===== config.mk =====
export PLATFORM = sky130hd
export DESIGN_NAME = ps2_host_tx
export DESIGN_NICKNAME = d
export VERILOG_FILES = /design/src/rtl/ps2_host_tx.sv
export SDC_FILE = /design/constraint.sdc
export NUM_CORES = 1
export LEC_CHECK = 0
export ABC_AREA = 1
export CAP_MARGIN = 0
export CORE_ASPECT_RATIO = 1.25
export CORE_MARGIN = 3
export CORE_UTILIZATION = 50
export CTS_CLUSTER_DIAMETER = 30
export DETAILED_ROUTE_END_ITERATION = 10
export PLACE_DENSITY = 0.69
export SYNTH_ARGS = -nofsm -noshare
export SYNTH_HDL_FRONTEND = slang
export SYNTH_SLANG_ARGS = --single-unit

===== constraint.sdc =====
create_clock -name clk -period 2 [get_ports clk]
set_input_delay 0.2 -clock clk [delete_from_list [all_inputs] [get_ports clk]]
set_output_delay 0.2 -clock clk [all_outputs]
set_load 0.03 [all_outputs]

===== src/rtl/ps2_host_tx.sv =====
// PS/2 host-to-device transmitter; drives ps2_clk/ps2_data low via output enables only.
// Define PS2_TX_RETRY_EN to retry a failed frame up to RETRY_MAX extra times.
module ps2_host_tx #(
    parameter int INHIBIT_CYCLES = 10000,
    parameter int SETUP_CYCLES   = 20,
    parameter int START_TIMEOUT  = 1500000,
    parameter int XFER_TIMEOUT   = 200000,
    parameter int FILTER_LEN     = 8,
    parameter int RETRY_MAX      = 2
) (
    input  logic       clk,
    input  logic       rst,
    input  logic [7:0] tx_data,
    input  logic       tx_valid,
    output logic       tx_ready,
    input  logic       ps2_clk_in,
    input  logic       ps2_data_in,
    output logic       ps2_clk_oe,
    output logic       ps2_data_oe,
    output logic       busy,
    output logic       tx_done,
    output logic       tx_err,
    output logic [1:0] err_code
);

`ifdef PS2_TX_RETRY_EN
    localparam bit RetryEn = 1'b1;
`else
    localparam bit RetryEn = 1'b0;
`endif

    localparam int M1   = (INHIBIT_CYCLES > SETUP_CYCLES) ? INHIBIT_CYCLES : SETUP_CYCLES;
    localparam int M2   = (START_TIMEOUT > XFER_TIMEOUT) ? START_TIMEOUT : XFER_TIMEOUT;
    localparam int TMAX = (M1 > M2) ? M1 : M2;
    localparam int TW   = $clog2(TMAX + 1);
    localparam int FW   = $clog2(FILTER_LEN + 1);
    localparam int RW   = $clog2(RETRY_MAX + 2);

    typedef enum logic [2:0] {
        S_IDLE,
        S_INHIBIT,
        S_SETUP,
        S_WAIT_FIRST,
        S_SEND,
        S_ACK,
        S_WAIT_IDLE,
        S_FAIL
    } state_t;

    state_t         state_q, state_d;
    logic           clk_s1_q, clk_s2_q;
    logic           dat_s1_q, dat_s2_q;
    logic           clk_f_q, clk_f_d;
    logic           clk_fp_q;
    logic [FW-1:0]  fcnt_q, fcnt_d;
    logic           fall;
    logic [TW-1:0]  tmr_q, tmr_d;
    logic [9:0]     shift_q, shift_d;
    logic [3:0]     bit_cnt_q, bit_cnt_d;
    logic           dbit_q, dbit_d;
    logic           ack_q, ack_d;
    logic [1:0]     err_code_q, err_code_d;
    logic           done_q, done_d;
    logic [RW-1:0]  retry_q, retry_d;
    logic           fail_req;
    logic [1:0]     fail_code;
    logic           xfer_exp;

    // Synchronizers and ps2_clk glitch filter; idle lines read as high.
    always_ff @(posedge clk) begin
        if (rst) begin
            clk_s1_q <= 1'b1;
            clk_s2_q <= 1'b1;
            dat_s1_q <= 1'b1;
            dat_s2_q <= 1'b1;
            clk_f_q  <= 1'b1;
            clk_fp_q <= 1'b1;
            fcnt_q   <= '0;
        end else begin
            clk_s1_q <= ps2_clk_in;
            clk_s2_q <= clk_s1_q;
            dat_s1_q <= ps2_data_in;
            dat_s2_q <= dat_s1_q;
            clk_f_q  <= clk_f_d;
            clk_fp_q <= clk_f_q;
            fcnt_q   <= fcnt_d;
        end
    end

    always_comb begin
        clk_f_d = clk_f_q;
        fcnt_d  = '0;
        if (clk_s2_q != clk_f_q) begin
            if (fcnt_q == FW'(FILTER_LEN - 1)) begin
                clk_f_d = clk_s2_q;
            end else begin
                fcnt_d = fcnt_q + 1'b1;
            end
        end
    end

    assign fall     = clk_fp_q & ~clk_f_q;
    assign xfer_exp = (tmr_q == TW'(XFER_TIMEOUT - 1));

    always_ff @(posedge clk) begin
        if (rst) begin
            state_q    <= S_IDLE;
            tmr_q      <= '0;
            shift_q    <= '0;
            bit_cnt_q  <= '0;
            dbit_q     <= 1'b0;
            ack_q      <= 1'b1;
            err_code_q <= 2'b00;
            done_q     <= 1'b0;
            retry_q    <= '0;
        end else begin
            state_q    <= state_d;
            tmr_q      <= tmr_d;
            shift_q    <= shift_d;
            bit_cnt_q  <= bit_cnt_d;
            dbit_q     <= dbit_d;
            ack_q      <= ack_d;
            err_code_q <= err_code_d;
            done_q     <= done_d;
            retry_q    <= retry_d;
        end
    end

    always_comb begin
        state_d    = state_q;
        tmr_d      = tmr_q;
        shift_d    = shift_q;
        bit_cnt_d  = bit_cnt_q;
        dbit_d     = dbit_q;
        ack_d      = ack_q;
        err_code_d = err_code_q;
        done_d     = 1'b0;
        retry_d    = retry_q;
        fail_req   = 1'b0;
        fail_code  = 2'b00;
        unique case (state_q)
            S_IDLE: begin
                if (tx_valid) begin
                    shift_d = {1'b1, ~^tx_data, tx_data};
                    retry_d = '0;
                    tmr_d   = '0;
                    state_d = S_INHIBIT;
                end
            end
            S_INHIBIT: begin
                if (tmr_q == TW'(INHIBIT_CYCLES - 1)) begin
                    tmr_d   = '0;
                    state_d = S_SETUP;
                end else begin
                    tmr_d = tmr_q + 1'b1;
                end
            end
            S_SETUP: begin
                if (tmr_q == TW'(SETUP_CYCLES - 1)) begin
                    tmr_d   = '0;
                    state_d = S_WAIT_FIRST;
                end else begin
                    tmr_d = tmr_q + 1'b1;
                end
            end
            S_WAIT_FIRST: begin
                // A fall coinciding with expiry wins over the timeout.
                if (fall) begin
                    dbit_d    = ~shift_q[0];
                    bit_cnt_d = 4'd1;
                    tmr_d     = '0;
                    state_d   = S_SEND;
                end else if (tmr_q == TW'(START_TIMEOUT - 1)) begin
                    fail_req  = 1'b1;
                    fail_code = 2'b01;
                end else begin
                    tmr_d = tmr_q + 1'b1;
                end
            end
            S_SEND: begin
                tmr_d = tmr_q + 1'b1;
                if (fall) begin
                    if (bit_cnt_q == 4'd10) begin
                        ack_d   = dat_s2_q;
                        state_d = S_ACK;
                    end else begin
                        dbit_d    = ~shift_q[bit_cnt_q];
                        bit_cnt_d = bit_cnt_q + 1'b1;
                    end
                end else if (xfer_exp) begin
                    fail_req  = 1'b1;
                    fail_code = 2'b10;
                end
            end
            S_ACK: begin
                tmr_d = tmr_q + 1'b1;
                if (ack_q) begin
                    fail_req  = 1'b1;
                    fail_code = 2'b11;
                end else begin
                    state_d = S_WAIT_IDLE;
                end
            end
            S_WAIT_IDLE: begin
                if (clk_f_q && dat_s2_q) begin
                    done_d  = 1'b1;
                    state_d = S_IDLE;
                end else if (xfer_exp) begin
                    fail_req  = 1'b1;
                    fail_code = 2'b10;
                end else begin
                    tmr_d = tmr_q + 1'b1;
                end
            end
            S_FAIL: begin
                state_d = S_IDLE;
            end
            default: begin
                state_d = S_IDLE;
            end
        endcase

        if (fail_req) begin
            tmr_d  = '0;
            dbit_d = 1'b0;
            if (RetryEn && (retry_q < RW'(RETRY_MAX))) begin
                retry_d = retry_q + 1'b1;
                state_d = S_INHIBIT;
            end else begin
                err_code_d = fail_code;
                state_d    = S_FAIL;
            end
        end
    end

    assign tx_ready    = (state_q == S_IDLE);
    assign busy        = (state_q != S_IDLE);
    assign ps2_clk_oe  = (state_q == S_INHIBIT) | (state_q == S_SETUP);
    assign ps2_data_oe = (state_q == S_SETUP) | (state_q == S_WAIT_FIRST) |
                         (((state_q == S_SEND) | (state_q == S_ACK)) & dbit_q);
    assign tx_done     = done_q;
    assign tx_err      = (state_q == S_FAIL);
    assign err_code    = err_code_q;

endmodule


==> impl_metrics.yaml <==
clock_network:
  clockRootBuffer: "clkbuf_8"
  cts_max_path_buffers: 2
  cts_inserted_buffers: 5
  clk_latency_ns: 0.32
  ctsHoldBuffers: 0
  cts.clk_slew.worst_paths_ns: 0.11
  h-tree-depth: 2
  clock-sinks: 53
  cts_tree: "done"
power:
  switchingPower_mw: 1.269
  cell_internal_pwr_mw: 1.863
  seqPwrFrac_pct: 38.5
  p_leak_nw: 1.678
  p_clk_share_pct: 21.1
  p_sw_share_pct: 40.52
  powerDensity_nw_per_um2: 809.7
  power_frac_comb_pct: 40.4
  peakVddDrop_uv: 729.7
worst_setup_path:
  critPathCaptureType: "flip-flop"
  crit_fanout: 6
  slowest_delay_ns: 0.35
  timing.critical_path.buf_inv: 2
  cp_data_required_time_ns: 2.25
  cp-start-kind: "flip-flop"
  crit_family: "simple AND/OR/NAND/NOR gates"
  cp_common_cell: "nand2_2"
  crit_chain: "ha_1 > nand2_2 > clkinv_2 > nand2_2 > nor2_2 > nand3_2 > nand2_1 > nand2_2 > nand2_4 > buf_4 > or2_0 > a21oi_1"
  cp_data_arrival_time_ns: 2.11
  path_class: "flip-flop to flip-flop"
  crit_slowest_cell: "dfxtp_2"
layout:
  drive_above_1_share_pct: 14.41
  final_nets: 578
  fin_cells: 647
  final_common_cell: "nand2_1"
  fillers: 631
  n_antenna_cell: 0
  layout_common_cells: "nand2_1, nor2_1, inv_1, dfxtp_1, nand3_1"
  area_delta_synth_final_pct: 17.30
  finish.instance_area_um2: 3869
die:
  fp.dieW_um: 78.65
  die_h_um: 96.81
  initial_core_util_pct: 52.47
  core_area_um2: 6286
  die-area_um2: 7613
  core.rowCount: 32
  ios: 21
timing:
  skew_ns: 0.01351
  slew_headroom_pct: 77.59
  period_needed_ns: 1.865
  worstMarginPinSlew_ns: 0.3336
  worst_slack_ns: 0.1347
  setup_tns_ns: 0
  finalSetupViolations: 0
  finalMaxSlewViolations: 0
  hold_ws_ns: 0.4202
  hold_violations: 0
  max_clock_freq_mhz: 536.1
  fin_crit_sh_pct: 93.27
route:
  ant_nets: 0
  drt_first_pass_iters: 5
  vias: 3409
  routedWlPerCell_um: 13.07
  drt_iter0_markers: 240
  vias_per_cell: 5.269
  drt-total-wl_mm: 8.455
  drc_errors: 0
global_routing:
  antenna_found_initial: 0
  grt-ovfl-total: 0
  grtUsageTotal_pct: 22.89
  grt_max_degree: 20
  grt_pass1_vias: 3216
  grt_pass1_wl_mm: 14.28
placement:
  io_buffers: 20
  place_area_um2: 3702
  globalplace.congestion: 0.9232
  hpwlAfterDp_mm: 6.511
  pre_cts_slack_ns: 0.05351
  place_inst: 633
worst_hold_path:
  hp-class: "flip-flop to flip-flop"
synth:
  ys_ff_latch: 53
  synth_fp_nets: 535
  seq_area_frac_synth_pct: 32.17
  synthArstFlopShare_pct: 0
  yosys_warnings: 0
  dominantRegCellSynth: "dfxtp_1"
  synth_edf_count: 0
  synth_cell_type_count: 41
  avgSynthCellArea_um2: 6.367
  postSynthCellCount: 518
  synth_area_um2: 3298
status:
  outcome: "complete, no violations"
flow_run:
  max_cap_violations: 0
-- cells in the mapped netlist (4+ instances only) --
master   number  area [um^2]
a21oi_1      29        145.1
buf_2         4        20.02
dfxtp_1      53         1061
ha_1          4        50.05
inv_1        58        217.7
nand2_1     126        473.0
nand2_2       9        56.30
nand3_1      48        240.2
nand4_1      15        93.84
nor2_1       78        292.8
nor2_2       11        68.82
nor3_1       10        50.05
o21ai_0      19        95.09
o21ai_1       4        20.02
or2_2         4        25.02
xnor2_1       7        61.31
-- registers in the layout (all words and copies together) (netlist names), 2 cells and up --
name,cells
bit_cnt_q,4
err_code,2
fcnt_q,4
shift_q,10
state_q,3
tmr_q,21
-- path summary, 6_finish.rpt --
path	from	end	slack [ns]	cells past startpoint
hold reg to reg	dat_s1_q	dat_s2_q	0.42	1
hold / removal	dat_s1_q	dat_s2_q	0.42	1
setup reg to reg	tmr_q[0]	tmr_q[0]	0.13	12
setup / recovery	tmr_q[0]	tmr_q[0]	0.13	12
-- cell type report --
type | instances | area (um^2) | area share, %
Tap cell | 85 | 106.4 | 2.749
Clock inverter | 3 | 26.28 | 0.6792
Clock buffer | 5 | 68.82 | 1.779
Sequential cell | 53 | 1064 | 27.49
Inverter | 64 | 244.0 | 6.307
Multi-Input combinational cell | 391 | 1954 | 50.52
Timing Repair Buffer | 46 | 405.4 | 10.48
-- worst register-to-register path, stage by stage, from the launching register on --
cell and delay [ns]:
dfxtp_2 0.35, ha_1 0.22, nand2_2 0.11, clkinv_2 0.07
nand2_2 0.10, nor2_2 0.05, nand3_2 0.09, nand2_1 0.07
nand2_2 0.13, nand2_4 0.12, buf_4 0.18, or2_0 0.20
a21oi_1 0.12
-- power by group through the flow --
stage / Sequential (mW) / Clock [mW] / Combinational (mW)
6_report: 1.21 / 0.661 / 1.26
2_1_floorplan: 1.22 / 0 / 0.867
3_3_place_gp: 1.23 / 0 / 1.18
5_1_grt: 1.22 / 0.721 / 1.42
3_5_place_dp: 1.23 / 0 / 1.19
4_1_cts: 1.21 / 0.686 / 1.18
-- layer usage --
| metal | vias up | GRT usage (%) | part of all wire, % |
|---|---|---|---|
| met5 | - | 0 | 0 |
| met4 | 0 | 10.36 | 3.2 |
| met3 | 26 | 3.352 | 4.0 |
| met2 | 90 | 40.35 | 52 |
| met1 | 1538 | 26.82 | 41 |
| li1 | 1755 | - | - |
-- stage by stage --
stage	total power, mW	utilization (%)
finish	3.133	61.54
global placement	2.406	58.90
global route	3.366	61.54
detailed placement	2.424	58.90
CTS	3.075	60.35
floorplan	2.084	-
-- cells by family after synthesis --
logic type,Yosys count,synth area share [%]
flip-flops,53,32.17
AO/OA/AOI/OAI,64,11.19
buffers and inverters,75,9.598
XOR/XNOR,10,2.656
adder cells (fa/ha/maj),4,1.518
AND/OR/NAND/NOR,312,42.87
-- repair_timing --
action                                  in CTS  in global routing
resized for setup                            3                 13
pin swaps                                    0                  3
gates cloned                                 0                  1
endpoints found under the setup margin       3                 23
buffers inserted                             0                  5
Power figures use the tool's default switching activity.
==> variant 1 (config.mk and constraints unchanged) <==
Set the parameter `SETUP_CYCLES` to 10 (it was 20).
--- a/src/rtl/ps2_host_tx.sv
+++ b/src/rtl/ps2_host_tx.sv
@@ -3,5 +3,5 @@
 module ps2_host_tx #(
     parameter int INHIBIT_CYCLES = 10000,
-    parameter int SETUP_CYCLES   = 20,
+    parameter int SETUP_CYCLES   = 10,
     parameter int START_TIMEOUT  = 1500000,
     parameter int XFER_TIMEOUT   = 200000,
Function: no difference found for any inputs over 10 cycles, from zero or initial values and one cycle with rst high; that may be too few to reach the edited logic, so the function may still have changed.
==> variant 1 against the unedited design <==
- hold slack got worse by 0.0031 ns
- non-clock buffer count decreased by 6
- first-iteration DRC count decreased by 14%
- setup slack got worse by 0.041 ns
- design area decreased by 2.6%
- power increased by 20%
- routed wire length decreased by 5.6%
- synthesized area decreased by 3.4%
- largest cell class unchanged
- sequential cell count unchanged
- sequential share of layout area increased by 0.75 points
==> variant 1: results <==
worst_setup_path:
  ff2ff_path_depth: 13
  worstPathArrival_ns: 1.71
  crit_family: "buffers and inverters"
  timing.rr.end: "tmr_q[15]"
  crit_start: "state_q[0]"
  slowest_delay_ns: 0.70
  crit_end: "tx_ready"
  rrSetupSlack_ns: 0.16
  slowest_stage: "clkdlybuf4s50_1"
  crit_fanout: 4
power:
  power.share.sequential: 0.342
  swShare: 0.403
  p_leak_uw: 0.00161
  pwr-share-clk: 0.231
global_route:
  grt_pass1_wl_mm: 13.7
  grt_use_met3: 0.0312
  grt.met1_usage: 0.248
  grt_pass1_vias: 3100
  grt_max_degree: 19
  grt_use_total: 0.231
drt:
  wl_met3_um: 346
  wire_per_inst_um: 13.0
  firstDrtPassIters: 4
  vias: 3192
  dr_wl_met2_mm: 4.02
  drt_iter0_drc: 207
cells_and_area:
  nets: 548
  layout.cells.non_filler: 613
  layout-drive-gt1-share: 0.149
placement:
  port_buffers: 20
  dp_hpwl_mm: 6.17
  dp.cells: 601
  dpl_cell_area_sq_um: 3560
  dp_slack_ns: -0.0138
  gp_congestion: 0.929
sta:
  fin_worst_skew_ns: 0.00480
  relSlewSlack: 0.697
  worst_slack_ns: 0.0937
  timing.hold.ws_ns: 0.417
min_path:
  min_from: "clk_s1_q"
  min_to: "clk_s2_q"
  holdCritPathClass: "flop to flop"
  hold_path_depth: 1
cts:
  cts_buffers: 5
  clockBufferDepth: 2
  clock_latency_ns: 0.30
synth:
  syn-num-nets: 509
  synth.distinct_cells: 39
  synth.area.top_cells: "dfxtp_1 (33%), nand2_1 (14%), nor2_1 (9.4%)"
  ys_seq_area_frac: 0.333
  synthXorXnorAreaFrac: 0.0275
  synth-compound-area-share: 0.123
  synth.avg_cell_area_sq_um: 6.49
  synth_fa_ha_area_frac: 0.0196
status:
  status: "completed"
==> variant 1: changes by cell type after synthesis, sizes merged, moves of 2 or more <==
cell / before / now
nand3: 49 / 43
nand4: 15 / 8
inv: 62 / 58
clkinv: 2 / 0
nor3: 10 / 6
nand2: 137 / 127
buf: 8 / 5
nand3b: 0 / 3
o21ai: 24 / 28
a21oi: 30 / 27
clkbuf: 3 / 5
==> variant 1: repair_timing <==
action                                  4_1_cts  5_1_grt
hold endpoints to repair                      0        0
pin swaps                                     1        1
endpoints found under the setup margin       13       26
gates cloned                                  2        0
setup buffers                                 2        0
resized for setup                             4       13
==> variant 1: layout make-up <==
type / count / area (sq um)
clock inverter: 3 / 68.8
clock buffer: 5 / 68.8
inverter: 58 / 223
timing repair buffer: 40 / 353
sequential: 53 / 1060
fill: 605 / 2200
tap: 82 / 103
multi-input combinational: 372 / 1890
==> variant 2 (same flow settings) <==
Made on the original files. Make the reset (`rst`) asynchronous in 2 clocked blocks.
--- a/src/rtl/ps2_host_tx.sv
+++ b/src/rtl/ps2_host_tx.sv
@@ -68,5 +68,5 @@
 
     // Synchronizers and ps2_clk glitch filter; idle lines read as high.
-    always_ff @(posedge clk) begin
+    always_ff @(posedge clk or posedge rst) begin
         if (rst) begin
             clk_s1_q <= 1'b1;
@@ -103,5 +103,5 @@
     assign xfer_exp = (tmr_q == TW'(XFER_TIMEOUT - 1));
 
-    always_ff @(posedge clk) begin
+    always_ff @(posedge clk or posedge rst) begin
         if (rst) begin
             state_q    <= S_IDLE;
Check against the original RTL: differs if rst is asserted again (counterexample within 4 cycles, from zero or initial values and one cycle with rst high); with rst held inactive, the same outputs for 10 cycles.
==> variant 2 against the unedited design <==
- sequential cell count stayed put
- critical path depth decreased by 1
- setup slack got worse by 0.0050 ns
- largest power group is now sequential cells
- non-clock buffer count is 10 lower
- routed wire length down 8.9%
- utilization decreased by 0.71 points
- global-route usage fell by 1.2 points
- design area down 0.52%
- power shrank 4.5%
- synthesized area increased by 1.9%
==> variant 2: results <==
status:
  status: "completed"
synth:
  ys_seq_area_frac: 0.397
  synthMuxAreaShare: 0.0335
  synth-compound-area-share: 0.0719
  async_flop_share: 1.00
  synth.area.top_cells: "dfrtp_1 (34%), nand2_1 (12%), nor2_1 (7.9%)"
  yosys-top-cells-count: "nand2_1 (107), nor2_1 (71), inv_1 (54)"
  syn-num-nets: 469
  synthXorXnorAreaFrac: 0.0391
  ys.flop_type: "dfrtp_1"
  synth_fa_ha_area_frac: 0.0149
worst_setup_path:
  reg2reg_from: "tmr_q[0]"
  ff2ff_path_depth: 11
  worstPathArrival_ns: 2.11
  timing.rr.end: "tmr_q[15]"
global_route:
  grt_use_total: 0.216
  grt_pass1_vias: 2902
  grt_pass1_wl_mm: 13.5
power:
  p_leak_uw: 0.00188
  ir_worst_vdd_uv: 394
drt:
  drt_iter0_drc: 161
  wire_per_inst_um: 13.4
  firstDrtPassIters: 4
min_path:
  holdCritPathClass: "primary input to asynchronous set/reset pin"
sta:
  fin_worst_skew_ns: 0.00755
  tightest_slew_ns: 0.410
placement:
  dp_hpwl_mm: 6.14
  dpl_cell_area_sq_um: 3720
  gp_congestion: 0.883
  port_buffers: 20
  dp.cells: 563
cells_and_area:
  nets: 505
  layout.cells.non_filler: 574
  fill_cells: 636
  layout-drive-gt1-share: 0.155
## variant 2: worst max-delay path, stage by stage, from the launching register on
cell	delay, ns
dfrtp_1	0.41
ha_2	0.23
nand2_1	0.12
nor2_4	0.05
nand3_1	0.07
nor2_1	0.05
nand2_1	0.10
nand2_1	0.10
nor2_4	0.18
nand3_4	0.17
buf_4	0.19
a21oi_1	0.13
## variant 2: through the flow
step	worst slack [ns]	hold WS, ns	power, uW
2_1_floorplan	0.187	0.204	2060
3_3_place_gp	0.0904	0.346	2350
3_5_place_dp	0.0168	0.347	2370
4_1_cts	0.0308	0.199	3000
5_1_grt	-0.00402	0.233	3240
6_report	0.130	0.192	2990
## variant 2: cell type report
type                    instances  area, sq um  area share
well taps                      85          106      0.0276
inverters                      57          214      0.0556
clock inverters                 3         21.3     0.00553
repair buffers                 36          327      0.0849
multi-input cells             335         1780       0.462
clock buffers                   5         68.8      0.0179
flip-flops and latches         53         1340       0.347
## variant 2: kinds of logic after synthesis
family,after synthesis
buffers and inverters,64
AOI/OAI and AO/OA,42
xor gates and xnor gates,15
muxes,10
DFF,53
adders and majority gates,4
and+or+nand+nor,264
## variant 2: how the worst max path moves through the flow
stage                     from         to  slack, ns  cells past startpoint
CTS                 state_q[0]       busy       0.03                      3
finish                tmr_q[0]  tmr_q[15]       0.13                     11
global placement      tmr_q[0]   tmr_q[3]       0.09                     10
global route          tmr_q[0]   tmr_q[8]     -0.004                     12
floorplan           state_q[2]  tmr_q[12]       0.19                      9
detailed placement    tmr_q[0]   tmr_q[8]       0.02                     10
## variant 2: timing repair
| item | 4_1_cts | 5_1_grt |
|---|---|---|
| endpoints found under the setup margin | 7 | 23 |
| buffers inserted | 1 | 2 |
| pin swaps | 1 | 3 |
| gates cloned | 0 | 0 |
| resized for setup | 4 | 9 |
| endpoints found under the hold margin | 0 | 0 |
## variant 2: power by group
group	switching [uW]	internal [uW]
Combinational	546	380
Sequential	211	1240
Clock	369	249
Total	1130	1870
## variant 2: per-layer routing
metal | GRT usage | wire, um
met1 | 0.277 | 3260
met2 | 0.371 | 4050
met3 | 0.0288 | 196
met4 | 0.0741 | 201
met5 | 0 | 0
